<file path="src/rtl/data_mem_pkg.sv">
// Shared definitions for the data-memory responder: peripheral window offsets,
// TMR_CTRL bit positions and the address-region decode.
package data_mem_pkg;

  localparam int PERIPH_OFF_W = 4;

  localparam logic [PERIPH_OFF_W-1:0] OFF_GPIO_OUT = 4'h0;
  localparam logic [PERIPH_OFF_W-1:0] OFF_GPIO_IN  = 4'h1;
  localparam logic [PERIPH_OFF_W-1:0] OFF_TMR_CNT  = 4'h2;
  localparam logic [PERIPH_OFF_W-1:0] OFF_TMR_CMP  = 4'h3;
  localparam logic [PERIPH_OFF_W-1:0] OFF_TMR_CTRL = 4'h4;

  localparam int CTRL_EN      = 0;
  localparam int CTRL_PSC_LSB = 1;
  localparam int CTRL_PSC_MSB = 3;
  localparam int CTRL_IE      = 6;
  localparam int CTRL_MF      = 7;

  typedef enum logic [2:0] {
    RGN_RAM,
    RGN_GPIO_OUT,
    RGN_GPIO_IN,
    RGN_TMR_CNT,
    RGN_TMR_CMP,
    RGN_TMR_CTRL,
    RGN_UNMAPPED
  } region_e;

  function automatic region_e decodeOffset(input logic [PERIPH_OFF_W-1:0] off);
    region_e rgn;
    case (off)
      OFF_GPIO_OUT: rgn = RGN_GPIO_OUT;
      OFF_GPIO_IN:  rgn = RGN_GPIO_IN;
      OFF_TMR_CNT:  rgn = RGN_TMR_CNT;
      OFF_TMR_CMP:  rgn = RGN_TMR_CMP;
      OFF_TMR_CTRL: rgn = RGN_TMR_CTRL;
      default:      rgn = RGN_UNMAPPED;
    endcase
    return rgn;
  endfunction

endpackage

</file>
<file path="src/rtl/data_mem_mmio_timer.sv">
// 8-bit timer with power-of-two prescaler, compare match flag and interrupt,
// exposed as three memory-mapped registers.
module mmio_timer
  import data_mem_pkg::*;
(
  input  logic       clk,
  input  logic       arst_n,
  input  logic       i_we,
  input  logic       i_selCnt,
  input  logic       i_selCmp,
  input  logic       i_selCtrl,
  input  logic [7:0] i_wdata,
  output logic [7:0] o_cnt,
  output logic [7:0] o_cmp,
  output logic [7:0] o_ctrl,
  output logic       o_irq
);

  logic [7:0] r_prescale;
  logic [7:0] r_cnt;
  logic [7:0] r_cmp;
  logic       r_en;
  logic [2:0] r_psc;
  logic       r_ie;
  logic       r_mf;

  logic [7:0] w_pscMask;
  logic [7:0] w_cntInc;
  logic       w_tick;
  logic       w_cntWr;
  logic       w_cmpWr;
  logic       w_ctrlWr;
  logic       w_match;

  assign w_cntWr  = i_we && i_selCnt;
  assign w_cmpWr  = i_we && i_selCmp;
  assign w_ctrlWr = i_we && i_selCtrl;

  // A tick fires when the low PSC prescaler bits are all ones.
  assign w_pscMask = ~(8'hFF << r_psc);
  assign w_tick    = r_en && ((r_prescale & w_pscMask) == w_pscMask);
  assign w_cntInc  = r_cnt + 8'd1;

  // A counter load suppresses the increment, so it cannot raise a match either.
  assign w_match   = w_tick && !w_cntWr && (w_cntInc == r_cmp);

  always_ff @(posedge clk or negedge arst_n) begin
    if (!arst_n) begin
      r_prescale <= 8'h00;
      r_cnt      <= 8'h00;
      r_cmp      <= 8'hFF;
      r_en       <= 1'b0;
      r_psc      <= 3'd0;
      r_ie       <= 1'b0;
      r_mf       <= 1'b0;
    end else begin
      if (!r_en || w_ctrlWr) r_prescale <= 8'h00;
      else                   r_prescale <= r_prescale + 8'd1;

      if (w_cntWr)     r_cnt <= i_wdata;
      else if (w_tick) r_cnt <= w_cntInc;

      if (w_cmpWr) r_cmp <= i_wdata;

      if (w_ctrlWr) begin
        r_en  <= i_wdata[CTRL_EN];
        r_psc <= i_wdata[CTRL_PSC_MSB:CTRL_PSC_LSB];
        r_ie  <= i_wdata[CTRL_IE];
      end

      // Set has priority over a coincident write-one-to-clear.
      if (w_match)                          r_mf <= 1'b1;
      else if (w_ctrlWr && i_wdata[CTRL_MF]) r_mf <= 1'b0;
    end
  end

  assign o_cnt  = r_cnt;
  assign o_cmp  = r_cmp;
  assign o_ctrl = {r_mf, r_ie, 2'b00, r_psc, r_en};
  assign o_irq  = r_mf && r_ie;

endmodule

</file>
<file path="src/rtl/data_mem.sv">
// Data-memory responder for the 8-bit core: general RAM below MMIO_BASE and a
// 16-byte peripheral window (GPIO + timer) above it, with combinational reads.
module data_mem
  import data_mem_pkg::*;
#(
  parameter int                        MEM_ADDR_WIDTH = 8,
  parameter int                        MEM_DATA_WIDTH = 8,
  parameter logic [MEM_ADDR_WIDTH-1:0] MMIO_BASE      = 8'hF0
) (
  input  logic                      clk,
  input  logic                      arst_n,
  input  logic [MEM_ADDR_WIDTH-1:0] mem_addr,
  input  logic [MEM_DATA_WIDTH-1:0] mem_data_i,
  input  logic                      mem_WE,
  output logic [MEM_DATA_WIDTH-1:0] mem_data_o,
  input  logic [7:0]                gpio_i,
  output logic [7:0]                gpio_o,
  output logic                      irq_o
);

  localparam int RAM_DEPTH = int'(MMIO_BASE);

  logic [MEM_DATA_WIDTH-1:0] r_ram [0:RAM_DEPTH-1];
  logic [7:0]                r_gpioOut;
  logic [7:0]                r_sync1;
  logic [7:0]                r_sync2;

  region_e                   w_region;
  logic [MEM_ADDR_WIDTH-1:0] w_offset;
  logic [7:0]                w_periphWdata;
  logic                      w_wrRam;
  logic                      w_wrGpioOut;
  logic [7:0]                w_tmrCnt;
  logic [7:0]                w_tmrCmp;
  logic [7:0]                w_tmrCtrl;

  assign w_offset      = mem_addr - MMIO_BASE;
  assign w_periphWdata = mem_data_i[7:0];

  // Anything above the 16-byte window is unmapped and reads zero.
  always_comb begin
    w_region = RGN_UNMAPPED;
    if (mem_addr < MMIO_BASE)
      w_region = RGN_RAM;
    else if ((w_offset >> PERIPH_OFF_W) == '0)
      w_region = decodeOffset(w_offset[PERIPH_OFF_W-1:0]);
  end

  assign w_wrRam     = mem_WE && (w_region == RGN_RAM);
  assign w_wrGpioOut = mem_WE && (w_region == RGN_GPIO_OUT);

  // Gating on arst_n drops a RAM write that lands while reset is asserted.
  always_ff @(posedge clk) begin
    if (arst_n && w_wrRam)
      r_ram[mem_addr] <= mem_data_i;
  end

  always_ff @(posedge clk or negedge arst_n) begin
    if (!arst_n) begin
      r_gpioOut <= 8'h00;
      r_sync1   <= 8'h00;
      r_sync2   <= 8'h00;
    end else begin
      if (w_wrGpioOut) r_gpioOut <= w_periphWdata;
      r_sync1 <= gpio_i;
      r_sync2 <= r_sync1;
    end
  end

  mmio_timer u_timer (
    .clk       (clk),
    .arst_n    (arst_n),
    .i_we      (mem_WE),
    .i_selCnt  (w_region == RGN_TMR_CNT),
    .i_selCmp  (w_region == RGN_TMR_CMP),
    .i_selCtrl (w_region == RGN_TMR_CTRL),
    .i_wdata   (w_periphWdata),
    .o_cnt     (w_tmrCnt),
    .o_cmp     (w_tmrCmp),
    .o_ctrl    (w_tmrCtrl),
    .o_irq     (irq_o)
  );

  always_comb begin
    mem_data_o = '0;
    case (w_region)
      RGN_RAM:      mem_data_o = r_ram[mem_addr];
      RGN_GPIO_OUT: mem_data_o = MEM_DATA_WIDTH'(r_gpioOut);
      RGN_GPIO_IN:  mem_data_o = MEM_DATA_WIDTH'(r_sync2);
      RGN_TMR_CNT:  mem_data_o = MEM_DATA_WIDTH'(w_tmrCnt);
      RGN_TMR_CMP:  mem_data_o = MEM_DATA_WIDTH'(w_tmrCmp);
      RGN_TMR_CTRL: mem_data_o = MEM_DATA_WIDTH'(w_tmrCtrl);
      default:      mem_data_o = '0;
    endcase
  end

  assign gpio_o = r_gpioOut;

endmodule

</file>
<file path="config.mk">
export PLATFORM = sky130hd
export DESIGN_NAME = data_mem
export DESIGN_NICKNAME = d
export VERILOG_FILES = /design/src/rtl/data_mem_pkg.sv /design/src/rtl/data_mem_mmio_timer.sv /design/src/rtl/data_mem.sv
export SDC_FILE = /design/constraint.sdc
export NUM_CORES = 2
export LEC_CHECK = 0
export BUFFER_PORTS_ARGS = -buffer_cell sky130_fd_sc_hd__buf_2
export CORE_AREA = 8 8 518 520
export CTS_CLUSTER_SIZE = 12
export DETAILED_ROUTE_END_ITERATION = 7
export DIE_AREA = 0 0 526 528
export SLEW_MARGIN = 20
export SYNTH_ARGS = -nofsm -noshare
export SYNTH_HDL_FRONTEND = slang
export SYNTH_SLANG_ARGS = --single-unit
</file>
<file path="constraint.sdc">
create_clock -name clk -period 3.1 [get_ports clk]
set_input_delay 0.31 -clock clk [delete_from_list [all_inputs] [get_ports clk]]
set_output_delay 0.31 -clock clk [all_outputs]
set_load 0.005 [all_outputs]
</file>
==> implementation parameters <==
Parameter                              Value

Run status
  Result of the run    finished, violations left
  Violations in the final reports    negative setup slack

Route
  Violation count after the first detailed-route iteration    5269
  Detailed-route wire length    222 mm
  Via Count    41600
  Via count normalized by instance count    5.10
  Remaining antenna violation count    0
  Detailed-route DRC error count    0
  Detailed-routing iteration count for the pre-antenna-repair pass    5
  Post-DR wirelength/cell    27.1 um

Logic synthesis
  Yosys warning count    0
  Leading area contributor after synthesis    sky130_fd_sc_hd__edfxtp_1
  Cell types occupying the most area after synthesis    sky130_fd_sc_hd__edfxtp_1, sky130_fd_sc_hd__mux4_2, sky130_fd_sc_hd__mux2i_1, sky130_fd_sc_hd__nor2_1, sky130_fd_sc_hd__dfrtp_1
  Most frequently used flop master after synthesis    sky130_fd_sc_hd__edfxtp_1
  Synth unique cells    64
  EDFF count, synth    1920
  Cell count after synthesis    3708
  Post-synth net total    3737
  Fraction of registers with async set or reset after synthesis    0.0269
  Combined area of all synthesized cells    0.0774 mm^2
  Most numerous cell in the Yosys netlist    sky130_fd_sc_hd__edfxtp_1
  Fraction of synthesized cell area taken by the top area cell type    0.745
  Synthesized flop and latch total    1973
  Syn avg cell area    20.9 um^2
  Register area share after synthesis    0.762
  Most frequent cells after synthesis    sky130_fd_sc_hd__edfxtp_1, sky130_fd_sc_hd__mux4_2, sky130_fd_sc_hd__nor2_1, sky130_fd_sc_hd__mux2i_1, sky130_fd_sc_hd__nand2_1

GRT
  Pin count of the biggest net entering global routing    108
  Initial antenna violation count    13
  First-pass GRT wire length    313 mm
  Overall overflow remaining after global route    0
  Number of global-route vias before repair    41800
  Overall global routing resource usage    0.154

Clocking
  H-tree lvl count    4
  Clock tree root driver cell    sky130_fd_sc_hd__clkbuf_16
  Worst-Skew Late Latency    0.87 ns
  # clock sinks    1973
  Number of buffers on the longest clock path    3
  Clock transition at path regs    0.06 ns
  Number of CTS-inserted buffers    202
  TritonCTS clock tree    yes

Finish
  Nets@finish    4622
  Share of post-route cells with drive strength above 1    0.368
  Final instance count without filler cells    8164
  Layout overhead on the synthesized area    22.6%

STA
  F_max    261 MHz
  Slew Viols, Final    0
  Fin Clk Skew    0.0372 ns
  Final number of setup-violating endpoints    8
  Transition at the pin with the smallest max-transition slack    1.25 ns
  Number of failing hold endpoints at the final stage    0
  Post-route fraction of the period consumed by the critical path    1.24
  Max_slew headroom    0.170
  Slack of the critical path    -0.733 ns
  Unrepaired setup endpoints after global routing    yes
  Period minus WS final    3.83 ns

Job
  Total of max-cap violations    0

Pwr
  Lkg Pwr    31.1 nW
  Cell-internal power    43.4 mW
  Power density of the placed cells    589 mW/mm^2
  Power consumption    55.9 mW
  Share of total power in sequential cells    0.527
  Net switching share of the total power    0.224
  Largest vdd supply drop    0.627 mV
  Clock Power Share    0.407
  P_sw    12.5 mW
  Combinational power share    0.067

Placed design
  Routability-driven placement congestion ratio    0.874
  Total half-perimeter wirelength after legalization and detailed placement    148 mm
  Number of placed instances, taps included    7804
  # port buffers    43

Worst setup path
  Cell type of the slowest stage on the worst timing path    sky130_fd_sc_hd__mux4_2
  Number of buffer and inverter stages on the critical path    2
  Capturing element type of the critical path    output pin
  Worst path arrival time    3.52 ns
  R2r setup slk    1.10 ns
  Count of cell instances traversed by the critical path    8
  Count of cells along the worst register-to-register path    8
  Stage delay of the slowest cell on the critical path    0.58 ns
  CP Max Fanout    1
  CP required    2.79 ns
  Cells along the critical path    mux4_2 -> mux4_2 -> nor2_4 -> a31oi_4 -> o41ai_2 -> o211ai_1 -> buf_4 -> buf_6
  Worst Path Class, Setup    flop to output pin
  Most frequent cell on the critical path    sky130_fd_sc_hd__mux4_2
  Startpoint types    flop
  Kind of cell with the highest combined delay on the critical path    multiplexers

Die
  Core footprint    0.261 mm^2
  Die boundary height    528 um
  Number of cell rows    188
  Die width    526 um
  Number of top-level design ports    44
  Starting density of the core    0.297
  Area of the die    0.278 mm^2

Hold path
  Worst hold path cell count    1
  Class of the tightest hold or removal check    input port to flop
[kinds of logic after synthesis]
family / count (synthesis) / synth area share
adders and majority gates: 2 / 0.000323
and+or+nand+nor: 543 / 0.0307
muxes: 651 / 0.160
buffers and inverters: 231 / 0.0192
DFF: 1973 / 0.762
AOI/OAI and AO/OA: 286 / 0.0251
xor gates and xnor gates: 22 / 0.00249
[placed cells by master, fill, tap and decap left out, types with 45 or more instances in the layout]
master,instances
sky130_fd_sc_hd__dfrtp_1,45
sky130_fd_sc_hd__edfxtp_1,1920
sky130_fd_sc_hd__nand2_1,85
sky130_fd_sc_hd__mux2i_1,138
sky130_fd_sc_hd__nor2_1,309
sky130_fd_sc_hd__clkbuf_16,203
sky130_fd_sc_hd__mux4_2,467
sky130_fd_sc_hd__buf_4,774
sky130_fd_sc_hd__buf_12,72
sky130_fd_sc_hd__a21oi_1,60
sky130_fd_sc_hd__clkbuf_1,62
[power by group through the flow]
stage	combinational [mW]	clock, mW	sequential (mW)
after floorplan	1.69	0	30.0
after global placement	3.55	0	30.0
after detailed placement	3.59	0	30.0
after CTS	3.71	23.2	29.5
after global routing	3.91	24.1	29.5
final	3.73	22.7	29.5
[registers in the layout, indices dropped and copies added, names as in the netlist]
register            cells
r_ram                1920
gpio_o                  8
r_sync1                 8
r_sync2                 8
u_timer.o_cmp           8
u_timer.o_cnt           8
u_timer.r_prescale      7
u_timer.r_psc           3
u_timer.r_en            1
u_timer.r_ie            1
u_timer.r_mf            1
[path summary, 6_finish.rpt]
check | startpoint | end
min in group asynchronous | arst_n | r_sync1[5]
hold reg to reg | r_sync1[4] | r_sync2[4]
setup reg to reg | u_timer.r_psc[0] | u_timer.o_cnt[6]
max in group asynchronous | arst_n | gpio_o[1]
hold / removal | mem_data_i[7] | r_ram[133][7]
setup / recovery | r_ram[47][6] | mem_data_o[6]
[final cells by class]
type,instances,area [um^2]
clock buffers,269,5360
well taps,3420,4280
fillers,23900,166000
inverters,5,18.8
flip-flops and latches,1973,59000
repair buffers,907,7810
clock inverters,83,813
diodes,3,7.51
multi-input cells,1504,17600
[routing by layer]
layer	global-route usage	wire length (um)	vias up
li1	-	-	17100
met1	0.213	91600	22200
met2	0.248	104000	1964
met3	0.0279	18300	367
met4	0.0470	7460	4
met5	0	27	-
[what timing repair did]
action                     CTS  global route
hold buffers                13             0
buffers inserted             1             0
pin swaps                   31            30
setup endpoints to repair    8             8
hold endpoints to repair    79             0
gates resized for setup     93            45
cloned                       0             1
[metrics by stage]
| step | setup TNS (ns) | util | area [um^2] | setup slack [ns] | hold slack (ns) |
|---|---|---|---|---|---|
| after floorplan | 0 | - | 77400 | 0.154 | 0.0144 |
| after global placement | -6.37 | 0.337 | 87900 | -1.56 | 0.339 |
| after detailed placement | -6.31 | 0.337 | 87900 | -1.45 | 0.338 |
| after CTS | -4.24 | 0.363 | 94700 | -0.825 | 0.0285 |
| after global routing | -3.99 | 0.364 | 94900 | -0.777 | 0.0554 |
| final | -3.33 | 0.364 | 94900 | -0.733 | 0.0816 |
[worst reg2reg max path: stages, from the launching register on]
cell                       delay, ns
sky130_fd_sc_hd__dfrtp_1        0.42
sky130_fd_sc_hd__nor2b_1        0.14
sky130_fd_sc_hd__o21ai_0        0.14
sky130_fd_sc_hd__o211ai_1       0.10
sky130_fd_sc_hd__a221oi_1       0.40
sky130_fd_sc_hd__buf_4          0.25
sky130_fd_sc_hd__nand4_1        0.12
sky130_fd_sc_hd__xor2_1         0.17
sky130_fd_sc_hd__a21oi_1        0.15
Power figures use the tool's default switching activity.
